**config.mk**
```make
export PLATFORM = sky130hd
export DESIGN_NAME = shift_add_multiplier
export DESIGN_NICKNAME = d
export VERILOG_FILES = /design/src/rtl/shift_add_multiplier.sv
export SDC_FILE = /design/constraint.sdc
export NUM_CORES = 1
export LEC_CHECK = 0
export CAP_MARGIN = 25
export CORE_MARGIN = 2
export CORE_UTILIZATION = 45
export DETAILED_ROUTE_END_ITERATION = 16
export HOLD_SLACK_MARGIN = 0.12
export PLACE_DENSITY_LB_ADDON = 0.2
export RECOVER_POWER = 25
export SLEW_MARGIN = 20
export SYNTH_ARGS = -nofsm -noshare
export SYNTH_HDL_FRONTEND = slang
export SYNTH_SLANG_ARGS = --single-unit
```
**constraint.sdc**
```tcl
create_clock -name CLK -period 2.1 [get_ports CLK]
set_input_delay 0.63 -clock CLK [delete_from_list [all_inputs] [get_ports CLK]]
set_output_delay 0.63 -clock CLK [all_outputs]
set_load 0.01 [all_outputs]
```
**src/rtl/shift_add_multiplier.sv**
```systemverilog
// Sequential unsigned shift-and-add multiplier with valid/ready handshakes on both sides.
// A single adder retires one multiplier bit per cycle, LSB first, over WIDTH cycles.
module shift_add_multiplier #(
  parameter int WIDTH = 8
) (
  input  logic                 CLK,
  input  logic                 RESET,
  input  logic                 in_valid,
  output logic                 in_ready,
  input  logic [WIDTH-1:0]     x,
  input  logic [WIDTH-1:0]     y,
  output logic                 out_valid,
  input  logic                 out_ready,
  output logic [2*WIDTH-1:0]   prod
);

  localparam int CW = (WIDTH > 1) ? $clog2(WIDTH) : 1;
  localparam logic [CW-1:0] CNT_LAST = CW'(WIDTH - 1);

  typedef enum logic [1:0] {
    IDLE = 2'd0,
    RUN  = 2'd1,
    DONE = 2'd2
  } state_t;

  state_t               state_reg;
  logic [2*WIDTH-1:0]   mcand_reg;
  logic [WIDTH-1:0]     mplier_reg;
  logic [2*WIDTH-1:0]   acc_reg;
  logic [CW-1:0]        cnt_reg;
  logic [2*WIDTH-1:0]   prod_reg;
  logic                 in_ready_reg;
  logic                 out_valid_reg;
  logic [2*WIDTH-1:0]   acc_next;

  // The only adder: add the shifted multiplicand when the current multiplier bit is set.
  assign acc_next = acc_reg + (mplier_reg[0] ? mcand_reg : '0);

  always_ff @(posedge CLK) begin
    if (!RESET) begin
      state_reg     <= IDLE;
      mcand_reg     <= '0;
      mplier_reg    <= '0;
      acc_reg       <= '0;
      cnt_reg       <= '0;
      prod_reg      <= '0;
      in_ready_reg  <= 1'b1;
      out_valid_reg <= 1'b0;
    end else begin
      case (state_reg)
        IDLE: begin
          if (in_valid) begin
            mcand_reg    <= {{WIDTH{1'b0}}, x};
            mplier_reg   <= y;
            acc_reg      <= '0;
            cnt_reg      <= '0;
            state_reg    <= RUN;
            in_ready_reg <= 1'b0;
          end
        end
        RUN: begin
          acc_reg    <= acc_next;
          mcand_reg  <= mcand_reg << 1;
          mplier_reg <= mplier_reg >> 1;
          cnt_reg    <= cnt_reg + 1'b1;
          // Fixed latency: no early exit even when the remaining multiplier bits are zero.
          if (cnt_reg == CNT_LAST) begin
            prod_reg      <= acc_next;
            state_reg     <= DONE;
            out_valid_reg <= 1'b1;
          end
        end
        DONE: begin
          if (out_ready) begin
            state_reg     <= IDLE;
            out_valid_reg <= 1'b0;
            in_ready_reg  <= 1'b1;
          end
        end
        default: begin
          state_reg     <= IDLE;
          out_valid_reg <= 1'b0;
          in_ready_reg  <= 1'b1;
        end
      endcase
    end
  end

  assign in_ready  = in_ready_reg;
  assign out_valid = out_valid_reg;
  assign prod      = prod_reg;

endmodule
```
==> parameters.txt <==
Parameter                              Value

Worst hold path
  Hold crit path type ... reg2reg
  Worst hold start ... prod[14]
  Number of cells on the worst hold path ... 2
  Hold Crit Endpoint ... prod[14]

Critical path
  Setup slack of the most critical reg-to-reg path ... -0.12 ns
  Largest stage delay, worst path ... 0.37 ns
  Sort of element at the start of the critical path ... flop
  CP Data Required Time ... 2.32 ns
  Worst Setup Path Type ... reg2reg
  Chain of cells forming the critical path ... and2_1 -> ha_4 -> nand4_1 -> buf_4 -> nor2_1 -> or3b_1 -> o211ai_1 -> xnor2_1 -> o21ai_1
  Critical R2R Launch ... mplier_reg[0]
  Number of cells traversed by the worst register-to-register path ... 9
  Kind of end point of the critical path ... flop
  Max stage delay cell, worst path ... dfxtp_4
  FF-to-FF End ... acc_reg[14]
  Data arrival time of the worst path ... 2.44 ns
  Maximum fanout encountered on the critical timing path ... 8

Drt
  Routed length per instance ... 15.0 um
  Number of DRC markers in iteration 0 ... 141
  Overall routed net length ... 8.31 mm
  Vias ... 3000
  TritonRoute pass-1 iters ... 4
  Remaining routing DRC violations ... 0
  Post-route ant nets ... 0
  Vias per inst ... 5.42

GRT
  Largest net degree at the start of global routing ... 32
  GRT Resource Usage Total ... 22.5%
  Global route total overflow ... 0
  Vias in the first global route ... 2868
  Global-route wire length before repair ... 13.7 mm
  Met1 Usage GRT ... 29.4%
  Antenna violations before repair ... 0
  Met3 demand-to-capacity share in global routing ... 5.26%
  Global-route layer with the greatest usage ... met2
  Global-route met2 utilization ... 36.8%

Power and ir drop
  Maximum VDD drop ... 0.000344 V
  Reported leakage power ... 0.00169 uW
  Cell Pwr Density ... 570 nW/um^2

Floorplanning
  Die Span Y ... 89.3 um
  Initial standard-cell utilization of the core ... 45.8%
  Placeable core region ... 7140 sq um
  Floorplan die area ... 7970 sq um
  Row count ... 31
  Count of pins on the block boundary ... 38
  Die boundary width ... 89.3 um

Timing
  Min setup slack post-route ... -0.117 ns
  Period utilisation layout ... 106%
  Slew headroom ... 34.2%
  Max Freq ... 451 MHz
  Unrepaired setup endpoints after global routing ... yes
  Number of max-slew violations in the final report ... 0
  Clock Skews ... 0.00779 ns
  Final-report hold violation count ... 0
  Min Clock Period, post-route ... 2.22 ns
  Finish-stage setup viols ... 13
  Worst Max-Slew Pin Slew ... 0.983 ns

Yosys
  Synthesis-stage register bit count ... 63
  Post-synth cell types ... 47
  Top post-synthesis cells by area ... dfxtp_1 39%, nor2b_1 6.9%, ha_1 6.5%
  Synth top area share ... 38.5%
  Share of flip-flops with an asynchronous set or reset ... 0%
  Most frequent cells after synthesis ... 63 x dfxtp_1, 37 x nand2_1, 36 x nor2b_1
  Register area share after synthesis ... 38.5%
  Library cell with the largest summed area after synthesis ... dfxtp_1
  Count of flip-flops with a built-in enable after synthesis ... 0
  Syn Area/Cell ... 8.63 sq um
  Top flip-flop cell by instance count after synthesis ... dfxtp_1
  Cell with the most instances after synthesis ... dfxtp_1
  Number of instances in the synthesized netlist ... 379
  Syn Nets ... 417
  Yosys warns ... 0
  Post-Synthesis Cell Area ... 3270 sq um

Clock network
  Number of buffers created by CTS ... 9
  Number of sinks on the clock net ... 63
  Clock tree buffer depth ... 2
  Clock latency reported for the late side of the worst-skew pair ... 0.34 ns
  Hold buffers post-CTS ... 0
  Clock tree from TritonCTS ... yes
  Count of H-tree levels built during CTS ... 3
  Cell chosen for the clock root ... clkbuf_8
  Worst-path clk slew ... 0.07 ns

Finish
  Number of cells in the finished layout apart from fillers ... 553
  Post-layout nets ... 488
  Signed area change from the synthesized netlist to the final layout ... 37.2%
  Number of diodes ... 0
  Fraction of final layout cells sized beyond drive strength 1 ... 26.4%

Status
  Violated checks ... negative setup slack
  Outcome ... finished, violations left

Placement
  Worst Setup Slack post-DPL ... -0.190 ns
  Sum of net half-perimeters after detailed placement ... 5.60 mm
  Final Wtd Congestion ... 0.948
  Number of port buffers ... 37
  Inst Count DP ... 528

Run
  Number of violations of the max-capacitance limit ... 0
==> where the power goes <==
| part | switching (uW) | internal, uW | total, uW |
|---|---|---|---|
| Combinational | 142 | 157 | 300 |
| Clock | 469 | 533 | 1000 |
| Sequential | 27.6 | 1230 | 1260 |
| Total | 639 | 1920 | 2560 |
==> repair_timing <==
action,in CTS,in global routing
gates resized for setup,33,16
pin swaps,17,13
buffers inserted,10,1
setup endpoints to repair,18,21
==> cells by family (layout without fill, tap and decap cells) <==
logic type | count (synthesis) | after routing | share of synthesized area [%]
AOI/OAI and AO/OA | 108 | 108 | 23.2
xor gates and xnor gates | 14 | 14 | 3.75
adders and majority gates | 18 | 18 | 7.11
buffers and inverters | 27 | 102 | 3.44
DFF | 63 | 63 | 38.5
muxes | 3 | 3 | 0.956
and+or+nand+nor | 146 | 146 | 23.0
==> critical path, delay by kind of cell (launching register included) <==
kind,cells,cell delay [ns]
xor gates and xnor gates,1,0.17
adders and majority gates,1,0.29
AOI/OAI and AO/OA,2,0.21
and+or+nand+nor,4,0.82
DFF,1,0.37
buffers and inverters,1,0.22
==> per-stage QoR <==
stage | power [uW] | hold slack (ns) | utilization, % | instance area [sq um] | setup TNS (ns)
after global placement | 1550 | 0.441 | 55.9 | 3990 | -3.07
final | 2560 | 0.456 | 62.9 | 4490 | -0.780
after detailed placement | 1560 | 0.451 | 55.9 | 3990 | -4.05
after global routing | 2660 | 0.485 | 62.9 | 4490 | -2.95
after CTS | 2560 | 0.460 | 62.3 | 4450 | -0.561
after floorplan | 1450 | 0.432 | - | 3320 | -0.0329
==> placed cells by master, fill, tap and decap left out, types with 5 or more instances in the layout <==
master	n
clkbuf_8	9
ha_4	12
ha_1	5
nor2b_1	35
nand4_1	5
buf_4	45
clkdlybuf4s50_1	35
dfxtp_1	62
and2_4	7
o21ai_0	6
a22oi_1	16
and2_1	11
o221a_2	14
nand3_1	12
xor2_1	7
a21oi_1	25
o21ai_1	16
nand2_1	36
nor2_1	24
==> layer usage <==
metal  vias to the layer above  share of wire, %
met5                         -                 0
met4                         0               1.3
met3                        11               4.0
met2                        68                47
met1                      1427                48
li1                       1494                 -
==> cell type report <==
class                           count  area [sq um]
Sequential cell                    63          1260
Inverter                            1          3.75
Tap cell                           99           124
Clock buffer                       10           128
Multi-Input combinational cell    289          2190
Fill cell                         612          2650
Timing Repair Buffer               86           728
Clock inverter                      5          50.0
==> worst max path at each step <==
stage	from	to	slack (ns)	depth (start not counted)
3_3_place_gp	mplier_reg[0]	prod[13]	-0.17	8
6_report	mplier_reg[0]	acc_reg[14]	-0.12	9
4_1_cts	mplier_reg[0]	prod[10]	-0.08	9
3_5_place_dp	mplier_reg[0]	prod[13]	-0.19	9
2_1_floorplan	mplier_reg[0]	acc_reg[10]	-0.02	10
5_1_grt	mplier_reg[0]	prod[10]	-0.21	9
(Power assumes the default switching activity.)
